**config.mk**
```make
export PLATFORM = sky130hd
export DESIGN_NAME = spi_dispatch
export DESIGN_NICKNAME = d
export VERILOG_FILES = /design/src/rtl/spi_dispatch_pkg.sv /design/src/rtl/spi_cmd_fifo.sv /design/src/rtl/spi_dispatch.sv
export SDC_FILE = /design/constraint.sdc
export NUM_CORES = 1
export LEC_CHECK = 0
export CAP_MARGIN = 20
export CELL_PAD_IN_SITES_DETAIL_PLACEMENT = 0
export CELL_PAD_IN_SITES_GLOBAL_PLACEMENT = 2
export CORE_MARGIN = 4
export CORE_UTILIZATION = 44
export DETAILED_ROUTE_END_ITERATION = 10
export HOLD_SLACK_MARGIN = 0.08
export PLACE_DENSITY = 0.83
export SYNTH_ARGS = -nofsm -noshare
export SYNTH_HDL_FRONTEND = slang
export SYNTH_SLANG_ARGS = --single-unit
```
**constraint.sdc**
```tcl
create_clock -name clk -period 7.5 [get_ports clk]
set_clock_uncertainty 0.15 [all_clocks]
set_input_delay 1.125 -clock clk [delete_from_list [all_inputs] [get_ports clk]]
set_output_delay 1.125 -clock clk [all_outputs]
set_load 0.01 [all_outputs]
```
**src/rtl/spi_dispatch_pkg.sv**
```systemverilog
// Shared types and command-word layout for the queued multi-lane SPI dispatcher.
// Command word layout, MSB to LSB: {ch, nbits, div, read, data}.
package spi_dispatch_pkg;

   localparam int MAX_BITS_DEF = 54;
   localparam int NBITS_W      = 8;

   typedef enum logic [2:0] {
      ST_IDLE  = 3'd0,
      ST_LOAD  = 3'd1,
      ST_SETUP = 3'd2,
      ST_HIGH  = 3'd3,
      ST_LOW   = 3'd4,
      ST_HOLD  = 3'd5,
      ST_GAP   = 3'd6
   } state_e;

   function automatic int off_read(input int max_bits);
      return max_bits;
   endfunction

   function automatic int off_div(input int max_bits);
      return max_bits + 1;
   endfunction

   function automatic int off_nbits(input int max_bits, input int div_w);
      return max_bits + 1 + div_w;
   endfunction

   function automatic int off_ch(input int max_bits, input int div_w);
      return off_nbits(max_bits, div_w) + NBITS_W;
   endfunction

   function automatic int cmd_width(input int ch_w, input int max_bits, input int div_w);
      return ch_w + NBITS_W + div_w + 1 + max_bits;
   endfunction

endpackage

```
**src/rtl/spi_cmd_fifo.sv**
```systemverilog
// Synchronous command FIFO; full and empty are registered so cmd_ready has no
// combinational dependence on the pop from the engine.
module spi_cmd_fifo #(
   parameter int W     = 8,
   parameter int DEPTH = 4
) (
   input  logic         clk,
   input  logic         rst,
   input  logic         push,
   input  logic [W-1:0] wdata,
   input  logic         pop,
   output logic [W-1:0] rdata,
   output logic         full,
   output logic         empty
);

   localparam int AW    = $clog2(DEPTH);
   localparam int CNT_W = AW + 1;

   logic [W-1:0]     mem_q [DEPTH];
   logic [AW-1:0]    wr_q, rd_q;
   logic [CNT_W-1:0] cnt_q, cnt_d;
   logic             full_q, empty_q;
   logic             do_push, do_pop;

   assign do_push = push && !full_q;
   assign do_pop  = pop && !empty_q;

   always_comb begin
      cnt_d = cnt_q;
      if (do_push && !do_pop) begin
         cnt_d = cnt_q + 1'b1;
      end else if (!do_push && do_pop) begin
         cnt_d = cnt_q - 1'b1;
      end
   end

   always_ff @(posedge clk) begin
      if (rst) begin
         wr_q    <= '0;
         rd_q    <= '0;
         cnt_q   <= '0;
         full_q  <= 1'b0;
         empty_q <= 1'b1;
      end else begin
         if (do_push) wr_q <= wr_q + 1'b1;
         if (do_pop)  rd_q <= rd_q + 1'b1;
         cnt_q   <= cnt_d;
         full_q  <= (cnt_d == CNT_W'(DEPTH));
         empty_q <= (cnt_d == '0);
      end
   end

   // Storage needs no reset: contents are only observed behind the empty flag.
   always_ff @(posedge clk) begin
      if (do_push) mem_q[wr_q] <= wdata;
   end

   assign rdata = mem_q[rd_q];
   assign full  = full_q;
   assign empty = empty_q;

endmodule

```
**src/rtl/spi_dispatch.sv**
```systemverilog
// Queued SPI dispatcher: one mode-0 shift engine serving N_CH lanes, each
// command carrying its own lane, bit count, SCLK divider and read flag.
module spi_dispatch
   import spi_dispatch_pkg::*;
#(
   parameter int N_CH      = 3,
   parameter int MAX_BITS  = MAX_BITS_DEF,
   parameter int CMD_DEPTH = 4,
   parameter int DIV_W     = 8,
   parameter int CH_W      = (N_CH > 1) ? $clog2(N_CH) : 1
) (
   input  logic                clk,
   input  logic                rst,
   input  logic                cmd_valid,
   output logic                cmd_ready,
   input  logic [CH_W-1:0]     cmd_ch,
   input  logic [NBITS_W-1:0]  cmd_nbits,
   input  logic [DIV_W-1:0]    cmd_div,
   input  logic                cmd_read,
   input  logic [MAX_BITS-1:0] cmd_data,
   output logic                rsp_valid,
   output logic [CH_W-1:0]     rsp_ch,
   output logic [MAX_BITS-1:0] rsp_data,
   output logic                busy,
   output logic                err_bad_cmd,
   output logic [N_CH-1:0]     spi_sclk,
   output logic [N_CH-1:0]     spi_mosi,
   output logic [N_CH-1:0]     spi_le,
   input  logic [N_CH-1:0]     spi_miso,
   output logic [2:0]          dbg_state
);

   localparam int FW       = cmd_width(CH_W, MAX_BITS, DIV_W);
   localparam int OFF_READ = off_read(MAX_BITS);
   localparam int OFF_DIV  = off_div(MAX_BITS);
   localparam int OFF_NB   = off_nbits(MAX_BITS, DIV_W);
   localparam int OFF_CH   = off_ch(MAX_BITS, DIV_W);
   localparam int BIT_W    = $clog2(MAX_BITS);
   localparam logic [NBITS_W-1:0] MAX_NB = NBITS_W'(MAX_BITS);
   localparam logic [CH_W:0]      NCH_L  = (CH_W + 1)'(N_CH);

   logic          accept, bad, pop, fifo_full, fifo_empty;
   logic [FW-1:0] head;

   assign accept = cmd_valid && cmd_ready;
   assign bad    = (cmd_nbits == '0) || (cmd_nbits > MAX_NB) || ({1'b0, cmd_ch} >= NCH_L);

   spi_cmd_fifo #(.W(FW), .DEPTH(CMD_DEPTH)) u_fifo (
      .clk   (clk),
      .rst   (rst),
      .push  (accept && !bad),
      .wdata ({cmd_ch, cmd_nbits, cmd_div, cmd_read, cmd_data}),
      .pop   (pop),
      .rdata (head),
      .full  (fifo_full),
      .empty (fifo_empty)
   );

   state_e              state_q, state_d;
   logic [DIV_W-1:0]    cnt_q, cnt_d, div_q, div_d;
   logic [BIT_W-1:0]    bit_q, bit_d, first_bit;
   logic [CH_W-1:0]     ch_q, ch_d, rsp_ch_q, rsp_ch_d;
   logic [NBITS_W-1:0]  nbits_q, nbits_d;
   logic                read_q, read_d, rsp_valid_q, rsp_valid_d, err_q;
   logic [MAX_BITS-1:0] data_q, data_d, rx_q, rx_d, rsp_data_q, rsp_data_d, rx_shift;
   logic [N_CH-1:0]     sclk_q, sclk_d, mosi_q, mosi_d, le_q, le_d;
   logic                phase_done;

   // A divider of 0 runs at the same rate as 1.
   assign phase_done = (div_q == '0) ? 1'b1 : (cnt_q == div_q - 1'b1);
   assign first_bit  = BIT_W'(nbits_q - 1'b1);
   assign rx_shift   = {rx_q[MAX_BITS-2:0], spi_miso[ch_q]};

   always_comb begin
      state_d     = state_q;
      cnt_d       = cnt_q + 1'b1;
      bit_d       = bit_q;
      ch_d        = ch_q;
      nbits_d     = nbits_q;
      div_d       = div_q;
      read_d      = read_q;
      data_d      = data_q;
      rx_d        = rx_q;
      sclk_d      = sclk_q;
      mosi_d      = mosi_q;
      le_d        = le_q;
      rsp_valid_d = 1'b0;
      rsp_ch_d    = rsp_ch_q;
      rsp_data_d  = rsp_data_q;
      pop         = 1'b0;
      unique case (state_q)
         ST_IDLE: begin
            cnt_d = '0;
            if (!fifo_empty) begin
               pop     = 1'b1;
               ch_d    = head[OFF_CH +: CH_W];
               nbits_d = head[OFF_NB +: NBITS_W];
               div_d   = head[OFF_DIV +: DIV_W];
               read_d  = head[OFF_READ];
               data_d  = head[MAX_BITS-1:0];
               state_d = ST_LOAD;
            end
         end
         ST_LOAD: begin
            cnt_d          = '0;
            le_d           = '1;
            le_d[ch_q]     = 1'b0;
            mosi_d         = '0;
            mosi_d[ch_q]   = data_q[first_bit];
            bit_d          = first_bit;
            rx_d           = '0;
            state_d        = ST_SETUP;
         end
         // MISO is captured on the same edge that raises SCLK.
         ST_SETUP, ST_LOW: begin
            if (phase_done) begin
               cnt_d        = '0;
               sclk_d[ch_q] = 1'b1;
               rx_d         = rx_shift;
               state_d      = ST_HIGH;
            end
         end
         ST_HIGH: begin
            if (phase_done) begin
               cnt_d  = '0;
               sclk_d = '0;
               if (bit_q != '0) begin
                  bit_d        = bit_q - 1'b1;
                  mosi_d[ch_q] = data_q[bit_q - 1'b1];
                  state_d      = ST_LOW;
               end else begin
                  state_d = ST_HOLD;
               end
            end
         end
         ST_HOLD: begin
            if (phase_done) begin
               cnt_d  = '0;
               le_d   = '1;
               mosi_d = '0;
               if (read_q) begin
                  rsp_valid_d = 1'b1;
                  rsp_ch_d    = ch_q;
                  rsp_data_d  = rx_q;
               end
               state_d = ST_GAP;
            end
         end
         ST_GAP: begin
            if (phase_done) begin
               cnt_d   = '0;
               state_d = ST_IDLE;
            end
         end
         default: state_d = ST_IDLE;
      endcase
   end

   always_ff @(posedge clk) begin
      if (rst) begin
         state_q     <= ST_IDLE;
         cnt_q       <= '0;
         bit_q       <= '0;
         ch_q        <= '0;
         nbits_q     <= '0;
         div_q       <= '0;
         read_q      <= 1'b0;
         data_q      <= '0;
         rx_q        <= '0;
         sclk_q      <= '0;
         mosi_q      <= '0;
         le_q        <= '1;
         rsp_valid_q <= 1'b0;
         rsp_ch_q    <= '0;
         rsp_data_q  <= '0;
         err_q       <= 1'b0;
      end else begin
         state_q     <= state_d;
         cnt_q       <= cnt_d;
         bit_q       <= bit_d;
         ch_q        <= ch_d;
         nbits_q     <= nbits_d;
         div_q       <= div_d;
         read_q      <= read_d;
         data_q      <= data_d;
         rx_q        <= rx_d;
         sclk_q      <= sclk_d;
         mosi_q      <= mosi_d;
         le_q        <= le_d;
         rsp_valid_q <= rsp_valid_d;
         rsp_ch_q    <= rsp_ch_d;
         rsp_data_q  <= rsp_data_d;
         err_q       <= accept && bad;
      end
   end

   assign cmd_ready   = !fifo_full;
   assign busy        = (state_q != ST_IDLE) || !fifo_empty;
   assign rsp_valid   = rsp_valid_q;
   assign rsp_ch      = rsp_ch_q;
   assign rsp_data    = rsp_data_q;
   assign err_bad_cmd = err_q;
   assign spi_sclk    = sclk_q;
   assign spi_mosi    = mosi_q;
   assign spi_le      = le_q;
   assign dbg_state   = state_q;

endmodule

```
Word level (Yosys, flattened, before mapping)

Memories as Yosys holds them, arrays and structs flattened. A register that Yosys moved wholly into a read port is not among the register bits.
Index checks and enable logic that the tools add are counted.

Add/sub/neg operators: 8
Order comparisons: 6
Equality and inequality tests: 14
Mux-type cells: 38
Bitwise operators: 6
Reduce and logical (&&, ||, !) cells: 39

Operators by type and width:

| cell                                                           | count |
|---|---|
| case mux 54 bit (2 select lines)                               | 1 |
| two-way mux 54 bit                                             | 1 |
| two-way mux 3 bit                                              | 11 |
| case mux 3 bit (6 select lines)                                | 1 |
| logical NOT 8 bit                                              | 2 |
| case mux 8 bit (2 select lines)                                | 1 |
| less-than comparator 6 x 7 -> 1 bit (second input constant)    | 2 |
| binary-select mux 1 bit (select 6 bit)                         | 2 |
| equality test 3 bit (second input constant)                    | 4 |
| two-way mux 6 bit                                              | 2 |
| inequality test 2 bit (second input constant)                  | 6 |
| case mux 3 bit (2 select lines)                                | 2 |
| case mux 6 bit (2 select lines)                                | 1 |
| subtractor 6 x 1 -> 6 bit (second input constant)              | 2 |
| two-way mux 1 bit                                              | 11 |
| case mux 3 bit (3 select lines)                                | 1 |
| AND reduction 3 bit                                            | 3 |
| adder 8 x 1 -> 8 bit (second input constant)                   | 1 |
| equality test 8 bit                                            | 1 |
| greater-than comparator 8 x 6 -> 1 bit (second input constant) | 1 |
| logical AND 1 bit                                              | 8 |
| two-way mux 8 bit                                              | 1 |
| nonzero test 2 bit                                             | 4 |
| subtractor 8 x 1 -> 8 bit (second input constant)              | 1 |
| 26 further kinds                                               | 41 |

Register bits: 147
Memory bits (writable): 292
Input bits: 79
Memories: 1

Memories:

| memory       | depth | bits a word | rd ports | clocked after Yosys merged registers in | write ports | RTL line           | text |
|---|---|---|---|---|---|---|---|
| u_fifo.mem_q | 4     | 73          | 1        | 1                                       | 1           | spi_cmd_fifo.sv:20 | `logic [W-1:0] mem_q [DEPTH];` |

Longest topological paths before layout

Gate-level depths: netlist of run 1.

Depth in word-level cells: 11
Mapped depth: 13
Mapped depth without buffers: 9

Modules after synthesis

Synthesis of run 1 repeated with hierarchy kept, for this count alone.

Cells, all modules: 1508
Area, all modules: 20747.4 sq um

By module, submodules not included:

| module       | instances | cells an instance | area each (sq um) | seq. area each (sq um) |
|---|---|---|---|---|
| spi_cmd_fifo | 1         | 451               | 11158.2           | 8988.6 |
| spi_dispatch | 1         | 1057              | 9589.2            | 4184.0 |

Worst setup path after synthesis of run 1

OpenSTA, ideal clock, no wires.

Path type: input to register
From: input cmd_ch[1]
To: memory u_fifo.mem_q[0][0] (netlist name), enable pin
Setup time: 437 ps
Data arrival time: 3750 ps
Required time: 6913 ps
Path slack: 3163 ps
Cell stages on the path: 5
Path buffers: 1
Cell sequence: a211oi_1 -> o31ai_1 -> nor3_1 -> clkbuf_1 -> and2_1

Longest elaborated chain between the ends: 7

RTL lines:

| what                                    | RTL line           | text |
|---|---|---|
| start: declaration                      | spi_dispatch.sv:16 | `input logic [CH_W-1:0] cmd_ch,` |
| greater-or-equal comparator 2 bit       | spi_dispatch.sv:46 | `assign bad = (cmd_nbits == '0) \|\| (cmd_nbits > MAX_NB) \|\| ({1'b0, cmd_ch} >= NCH_L);` |
| logical OR 1 bit                        | spi_dispatch.sv:46 |  |
| logical NOT 1 bit                       | spi_dispatch.sv:51 | `.push (accept && !bad),` |
| logical AND 1 bit                       | spi_dispatch.sv:51 |  |
| logical AND 1 bit                       | spi_cmd_fifo.sv:26 | `assign do_push = push && !full_q;` |
| two-way mux 1 bit                       | spi_cmd_fifo.sv:56 | `if (do_push) mem_q[wr_q] <= wdata;` |
| two-way mux 1 bit (implied by the code) | spi_cmd_fifo.sv:56 |  |
| end: declaration                        | spi_cmd_fifo.sv:20 |  |

Every way passes these cells.

Worst setup path after layout of run 1

From: input cmd_ch[1]
To: memory u_fifo.mem_q[3][11] (netlist name), enable pin

The elaborated chain is that of the path after synthesis.

==> qor.csv, run 1 <==
stage;metric;value;unit
outcome;outcome;finished clean;
final_layout;multi_input_area;6445;um^2
synthesis;yosysWarnings;0;
hold_path;whs_endpoint;rx_q[16];
routing;drt-pass1-iter-count;4;
clock_network;clkLatencyLatePin;0.60;ns
run;max_cap_violations;0;
global_routing;grt_overflow_total;0;
routing;wl;42030;um
routing;post_drt_wl_per_cell;18.77;um
synthesis;synth-edff-count;284;
power;p_comb_frac;0.249;
power;p_leak;0.007524;uW
sta;drv_slew;0;
final_layout;area_delta_synth_final;18.76;%
final_layout;num-fill-cells;3790;
setup_path;crit_fanout;41;
routing;antenna_left;0;
synthesis;syn-cell-area;19830;um^2
floorplanning;rows;77;
global_routing;first_global_vias;11820;
routing;remaining_drc_errors;0;
synthesis;synth_top_area_cell;edfxtp_1;
routing;top_layer;met4;
hold_path;hold_path_class;reg -> reg;
sta;whs;0.3140;ns
sta;finalSetupTns;0;ns
power;pwr-share-seq;0.426;
final_layout;drive_gt1_frac;0.1349;
sta;min_period_over_period;0.5541;
clock_network;ctsRootBufferMaster;clkbuf_16;
place;gp_congestion;0.7620;
hold_path;hold_depth;2;
sta;rsz0062_at_grt;false;
setup_path;worstRegToRegCells;10;
synthesis;ys_async_sr_fraction;0;
power;p_sw;2374;uW
global_routing;antenna_found_initial;2;
floorplanning;io_pins;151;
place;dpl.hpwl;25830;um
sta;finalSetupViolations;0;
power;power.internal;5372;uW
clock_network;postCtsSetupBuffers;0;
global_routing;grt_max_degree;99;
global_routing;grt_pass1_wl;66550;um
setup_path;cp_data_required_time;7.56;ns
routing;wl_met1;18820;um
clock_network;path_clk_slew;0.06;ns
synthesis;synth-main-ff-cell;edfxtp_1;
global_routing;grt_use_total;0.1732;
sta;fmax;240.6;MHz
routing;drt_iter0_drc;744;
routing;wl_met2;20430;um
clock_network;postCtsResizedCells;0;
floorplanning;dieArea;48530;um^2
synthesis;synthCells;1475;
floorplanning;core;44410;um^2
synthesis;ys_top_cells_by_area;edfxtp_1 (43%), dfxtp_1 (22%), mux4_2 (11%);
clock_network;cts_tree;built;
synthesis;avgSynthCellArea;13.44;um^2
floorplanning;die_h;220.3;um
sta;min_period;4.156;ns
clock_network;cts_sinks;502;
setup_path;r2r-start;bit_q[0];
sta;relSlewSlack;0.3183;
setup_path;start_kind;primary input;
synthesis;synth_seq_cells;502;
sta;tightestPinTransition;1.023;ns
setup_path;worst_setup_path_end_kind;register;
setup_path;crit_arrival;4.22;ns
final_layout;fin_nets;1693;
clock_network;htreeDepth;2;
sta;finalHoldViolCount;0;
floorplanning;start_util;0.4465;
power;irDropWorstVdd;0.0001632;V
hold_path;min_from;rx_q[15];
power;pwr-share-clk;0.325;
synthesis;ys_seq_area_frac;0.6501;
final_layout;seqCellArea;12900;um^2
clock_network;clock_path_buffers;3;
setup_path;rrSetupSlack;3.56;ns
place;numPortBuffers;150;
synthesis;synth_fp_nets;1566;
sta;worst_slack;3.344;ns
floorplanning;die_width;220.3;um
clock_network;cts_hold_buf;0;
synthesis;yosysTopAreaCellShare;0.4301;
routing;vias;11910;
power;p_per_area;328.9;nW/um^2
synthesis;ys_types;60;
power;switching_share;0.3065;
setup_path;r2r_end;spi_mosi[2];
final_layout;final_util;0.5303;
routing;wl_met3;2018;um
setup_path;criticalPathCategory;in -> reg;
routing;vias_per_cell;5.319;
clock_network;numCtsBuffers;53;
place;dpl_worst_slack;2.582;ns
[cells by family after synthesis]
group	Yosys count	synth area share
adders and majority gates	12	0.007571
AOI/OAI and AO/OA	199	0.05805
buffers and inverters	119	0.02732
DFF	502	0.6501
and+or+nand+nor	444	0.09748
xor gates and xnor gates	30	0.01325
muxes	169	0.1462
[metal layers]
metal	up-vias	track usage
met3	51	0.03392
met2	235	0.2839
met5	-	0
met1	5919	0.2403
met4	0	0.04312
li1	5705	-
[worst max-delay path, stage by stage]
cell,delay [ns]
clkdlybuf4s50_1,0.51
a211oi_1,0.51
o31ai_1,0.21
nor3_1,0.21
buf_4,0.21
and2_2,0.73
buf_4,0.67
[power by group through the flow]
stage | Sequential, uW | Combinational (uW) | Clock [uW]
after detailed placement | 3380 | 1940 | 0
after global placement | 3370 | 1910 | 0
final | 3300 | 1930 | 2520
after CTS | 3320 | 1940 | 2580
after floorplan | 3240 | 1490 | 0
after global routing | 3330 | 2130 | 2720
[final cells by class]
| cell class | count | share of cell area |
|---|---|---|
| Multi-Input combinational cell | 854 | 0.2737 |
| Sequential cell | 502 | 0.5476 |
| Tap cell | 592 | 0.03145 |
| Timing Repair Buffer | 170 | 0.07209 |
| Clock buffer | 69 | 0.06131 |
| Antenna cell | 1 | 0.0001063 |
| Inverter | 21 | 0.003347 |
| Clock inverter | 30 | 0.01041 |
[flip-flops by register name, summed over array words and instances (netlist names), 3 cells and up]
signal,count
u_fifo.cnt_q,3
spi_mosi,3
u_fifo.mem_q,284
spi_sclk,3
div_q,8
rx_q,54
dbg_state,3
cnt_q,8
nbits_q,6
spi_le,3
rsp_data,54
data_q,54
bit_q,6
[through the flow]
step / cell area (um^2) / power, uW / cells
after global routing: 23550 / 8185 / 2239
after global placement: 21790 / 5287 / 2136
after CTS: 23480 / 7847 / 2235
after floorplan: 19830 / 4731 / 1475
after detailed placement: 21790 / 5313 / 2136
final: 23550 / 7746 / 2239
[cell usage in the layout, fill, tap and decap left out, drive strengths merged, types with 2 or more instances in the layout]
cell | netlist | routed
nor4 | 3 | 3
nor3 | 23 | 23
o22ai | 4 | 4
a311o | 3 | 3
or4 | 3 | 3
mux2 | 5 | 5
mux4 | 96 | 96
dfxtp | 218 | 218
a21oi | 140 | 140
mux2i | 68 | 68
a31oi | 9 | 9
clkinv | 0 | 25
and2 | 5 | 5
nor2 | 81 | 81
a311oi | 2 | 2
buf | 34 | 21
inv | 21 | 22
nand2 | 226 | 226
xor2 | 16 | 16
clkbuf | 64 | 69
edfxtp | 284 | 284
nand2b | 5 | 5
bufinv | 0 | 3
a2bb2oi | 2 | 2
nand3 | 69 | 69
clkdlybuf4s50 | 0 | 149
o21ai | 12 | 12
nand4 | 2 | 2
nor2b | 4 | 4
nor3b | 8 | 8
xnor2 | 14 | 14
nand3b | 5 | 5
o211ai | 2 | 2
and3 | 7 | 7
o31ai | 4 | 4
ha | 12 | 12
a211oi | 6 | 6
or3 | 2 | 2
[cells in the mapped netlist (2+ instances only)]
library cell,instances
nand4_1,2
buf_1,13
o21ai_0,11
nand2b_1,5
or4_1,3
buf_2,15
nand3_1,69
buf_12,4
a31oi_1,9
xnor2_1,14
edfxtp_1,284
a21oi_1,140
o22ai_1,4
o211ai_1,2
and3_1,7
mux2_2,5
nor3_1,21
mux4_2,96
o31ai_1,4
xor2_1,16
nand3b_1,5
clkbuf_1,64
dfxtp_1,218
a311o_1,3
mux2i_1,68
or3_1,2
nor2_1,81
nor3b_1,8
nor2b_1,4
nor3_2,2
a211oi_1,5
inv_1,21
ha_1,12
nand2_1,226
and2_1,5
a2bb2oi_1,2
nor4_1,2
[how the worst max path moves through the flow]
stage                     from             endpoint  slack [ns]  cells after the start
floorplan            cmd_ch[1]   u_fifo.mem_q[0][0]        3.16                      5
global placement     cmd_ch[1]  u_fifo.mem_q[0][38]        2.52                      7
detailed placement   cmd_ch[1]  u_fifo.mem_q[0][45]        2.58                      7
CTS                 nbits_q[0]          spi_mosi[2]        3.12                      8
global route         cmd_ch[1]  u_fifo.mem_q[2][23]        3.18                      7
finish               cmd_ch[1]  u_fifo.mem_q[3][11]        3.34                      7
Note: power is estimated with default switching activity, not from simulation.
==> run 2, diff against run 1 <==
--- a/config.mk
+++ b/config.mk
@@ -9,10 +9,10 @@
 export CELL_PAD_IN_SITES_DETAIL_PLACEMENT = 0
 export CELL_PAD_IN_SITES_GLOBAL_PLACEMENT = 2
 export CORE_MARGIN = 4
-export CORE_UTILIZATION = 44
+export CORE_UTILIZATION = 37
 export DETAILED_ROUTE_END_ITERATION = 10
 export HOLD_SLACK_MARGIN = 0.08
-export PLACE_DENSITY = 0.83
+export PLACE_DENSITY = 0.74
 export SYNTH_ARGS = -nofsm -noshare
 export SYNTH_HDL_FRONTEND = slang
 export SYNTH_SLANG_ARGS = --single-unit
==> constraint.sdc (replaced) <==
create_clock -name clk -period 3.5 [get_ports clk]
set_clock_uncertainty 0.15 [all_clocks]
set_input_delay 0.525 -clock clk [delete_from_list [all_inputs] [get_ports clk]]
set_output_delay 0.525 -clock clk [all_outputs]
set_load 0.01 [all_outputs]
==> run 2 against run 1 <==
Net effect: register-to-register slack worse by 3.2 ns; setup slack got worse by 3.0 ns; clock-buffer cell count increased by 1; combinational power rose by 130%; global-route usage down 2.0 points; hold slack worse by 0.068 ns; sequential cell count is the same; wire length increased by 5.3%; largest power group unchanged.
==> qor.csv, run 2 (same netlist as run 1, synthesis figures left out) <==
stage;metric;value;unit
clock_network;numCtsBuffers;52;
sta;fmax;314.1;MHz
routing;post_drt_wl_per_cell;18.80;um
sta;finalHoldViolCount;0;
final_layout;fin_nets;1714;
sta;whs;0.2463;ns
power;irDropWorstVdd;0.0004232;V
clock_network;postCtsResizedCells;0;
routing;vias;12030;
sta;finalSetupViolations;0;
setup_path;crit_chain;inv_1 -> ha_1 -> nor2b_1 -> a21oi_1 -> nand4b_1 -> or4_1 -> a211oi_4 -> buf_12 -> mux2i_1 -> nor2_1;
sta;finalSetupTns;0;ns
routing;remaining_drc_errors;0;
outcome;outcome;finished clean;
final_layout;stdcell_area;24110;um^2
setup_path;crit_fanout;34;
place;dpl-instance-area;22280;um^2
sta;tightestPinTransition;0.7291;ns
setup_path;rrSetupSlack;0.32;ns
clock_network;postCtsSetupBuffers;0;
clock_network;htreeDepth;2;
floorplanning;core;52760;um^2
global_routing;grt_pass1_wl;69550;um
final_layout;area_delta_synth_final;21.56;%
global_routing;first_global_vias;12120;
run;max_cap_violations;0;
clock_network;cts_tree;built;
clock_network;path_clk_slew;0.06;ns
global_routing;grt_use_total;0.1529;
floorplanning;die_h;239.5;um
sta;min_period_over_period;0.9097;
routing;vias_per_cell;5.108;
global_routing;grt_overflow_total;0;
final_layout;num-fill-cells;4792;
sta;min_period;3.184;ns
sta;relSlewSlack;0.5122;
clock_network;clkLatencyLatePin;0.59;ns
global_routing;grt_max_degree;98;
routing;wl;44270;um
setup_path;crit_path_start;div_q[0];
sta;drv_slew;0;
floorplanning;start_util;0.3759;
floorplanning;dieArea;57360;um^2
floorplanning;io_pins;151;
final_layout;largest_reg_flops;284;
setup_path;r2r-start;div_q[0];
setup_path;slowest_stage;or4_1;
power;p_per_area;712.7;nW/um^2
final_layout;largest-register;u_fifo.mem_q;
setup_path;worst_setup_path_end_kind;register;
global_routing;antenna_found_initial;0;
clock_network;cts_hold_buf;0;
routing;drt_iter0_drc;833;
setup_path;cp_data_required_time;3.81;ns
clock_network;cts_sinks;502;
final_layout;antenna-diode-count;0;
final_layout;final_common_cell;edfxtp_1;
clock_network;clock_path_buffers;3;
setup_path;crit_arrival;3.49;ns
setup_path;criticalPathCategory;reg -> reg;
clock_network;ctsRootBufferMaster;clkbuf_16;
final_layout;seqCellArea;12900;um^2
floorplanning;rows;84;
place;numPortBuffers;150;
final_layout;drive_gt1_frac;0.1470;
place;gp_congestion;0.7479;
setup_path;start_kind;register;
hold_path;hold_path_class;in -> reg;
sta;rsz0062_at_grt;false;
hold_path;min_from;rst;
final_layout;mostFrequentLayoutCells;edfxtp_1 (284), nand2_1 (225), dfxtp_1 (216), clkdlybuf4s50_1 (149), a21oi_1 (140);
power;p_leak;0.007706;uW
setup_path;cp_slowest_stage_delay;0.75;ns
routing;drt-pass1-iter-count;5;
floorplanning;die_width;239.5;um
routing;antenna_left;0;
final_layout;multi_input_area;6445;um^2
place;dpl.hpwl;27750;um
[run 2: changes by cell type in the layout (fill, tap and decap cells not counted), moves of 5 or more]
cell | before | now
buf_12 | 2 | 14
buf_4 | 17 | 28
bufinv_16 | 3 | 8
clkinv_1 | 7 | 2
clkinv_2 | 17 | 8
clkinv_4 | 0 | 6
[run 2: final timing paths]
kind / to / cells after the start
setup / recovery: rsp_data[53] / 10
hold / removal: u_fifo.cnt_q[0] / 2
setup reg to reg: rsp_data[53] / 10
hold reg to reg: rx_q[49] / 2
[run 2: critical path, delay by kind of cell (launching register included)]
kind,cells,cell delay (ns)
simple gates,4,1.25
buf+inv,2,0.40
mux,1,0.23
flops,1,0.35
compound gates,2,0.50
fa+ha+maj,1,0.15
[run 2: layout make-up]
type | instances | area share
Clock buffer | 70 | 0.06021
Clock inverter | 28 | 0.01573
Inverter | 21 | 0.003270
Multi-Input combinational cell | 854 | 0.2674
Sequential cell | 502 | 0.5350
Tap cell | 688 | 0.03571
Timing Repair Buffer | 192 | 0.08268
[run 2: report_power, final]
| group | switching (uW) | leakage [uW] | internal [uW] |
|---|---|---|---|
| clock | 2300 | 0.000888 | 3520 |
| sequential | 404 | 0.00433 | 6610 |
| combinational | 2480 | 0.00249 | 1870 |
[run 2: layer usage]
metal / GRT usage / share of wire
met1: 0.2100 / 0.46
met2: 0.2536 / 0.48
met3: 0.02222 / 0.037
met4: 0.04661 / 0.024
met5: 0 / 0
[run 2: per-stage QoR]
stage | setup WS, ns | util | cells | total power, uW
3_3_place_gp | 0.3213 | 0.4222 | 2257 | 11560
4_1_cts | 0.2987 | 0.4569 | 2355 | 17460
2_1_floorplan | 0.1277 | - | 1475 | 10140
6_report | 0.3161 | 0.4569 | 2355 | 17180
3_5_place_dp | 0.3075 | 0.4222 | 2257 | 11590
5_1_grt | 0.06662 | 0.4569 | 2355 | 18100
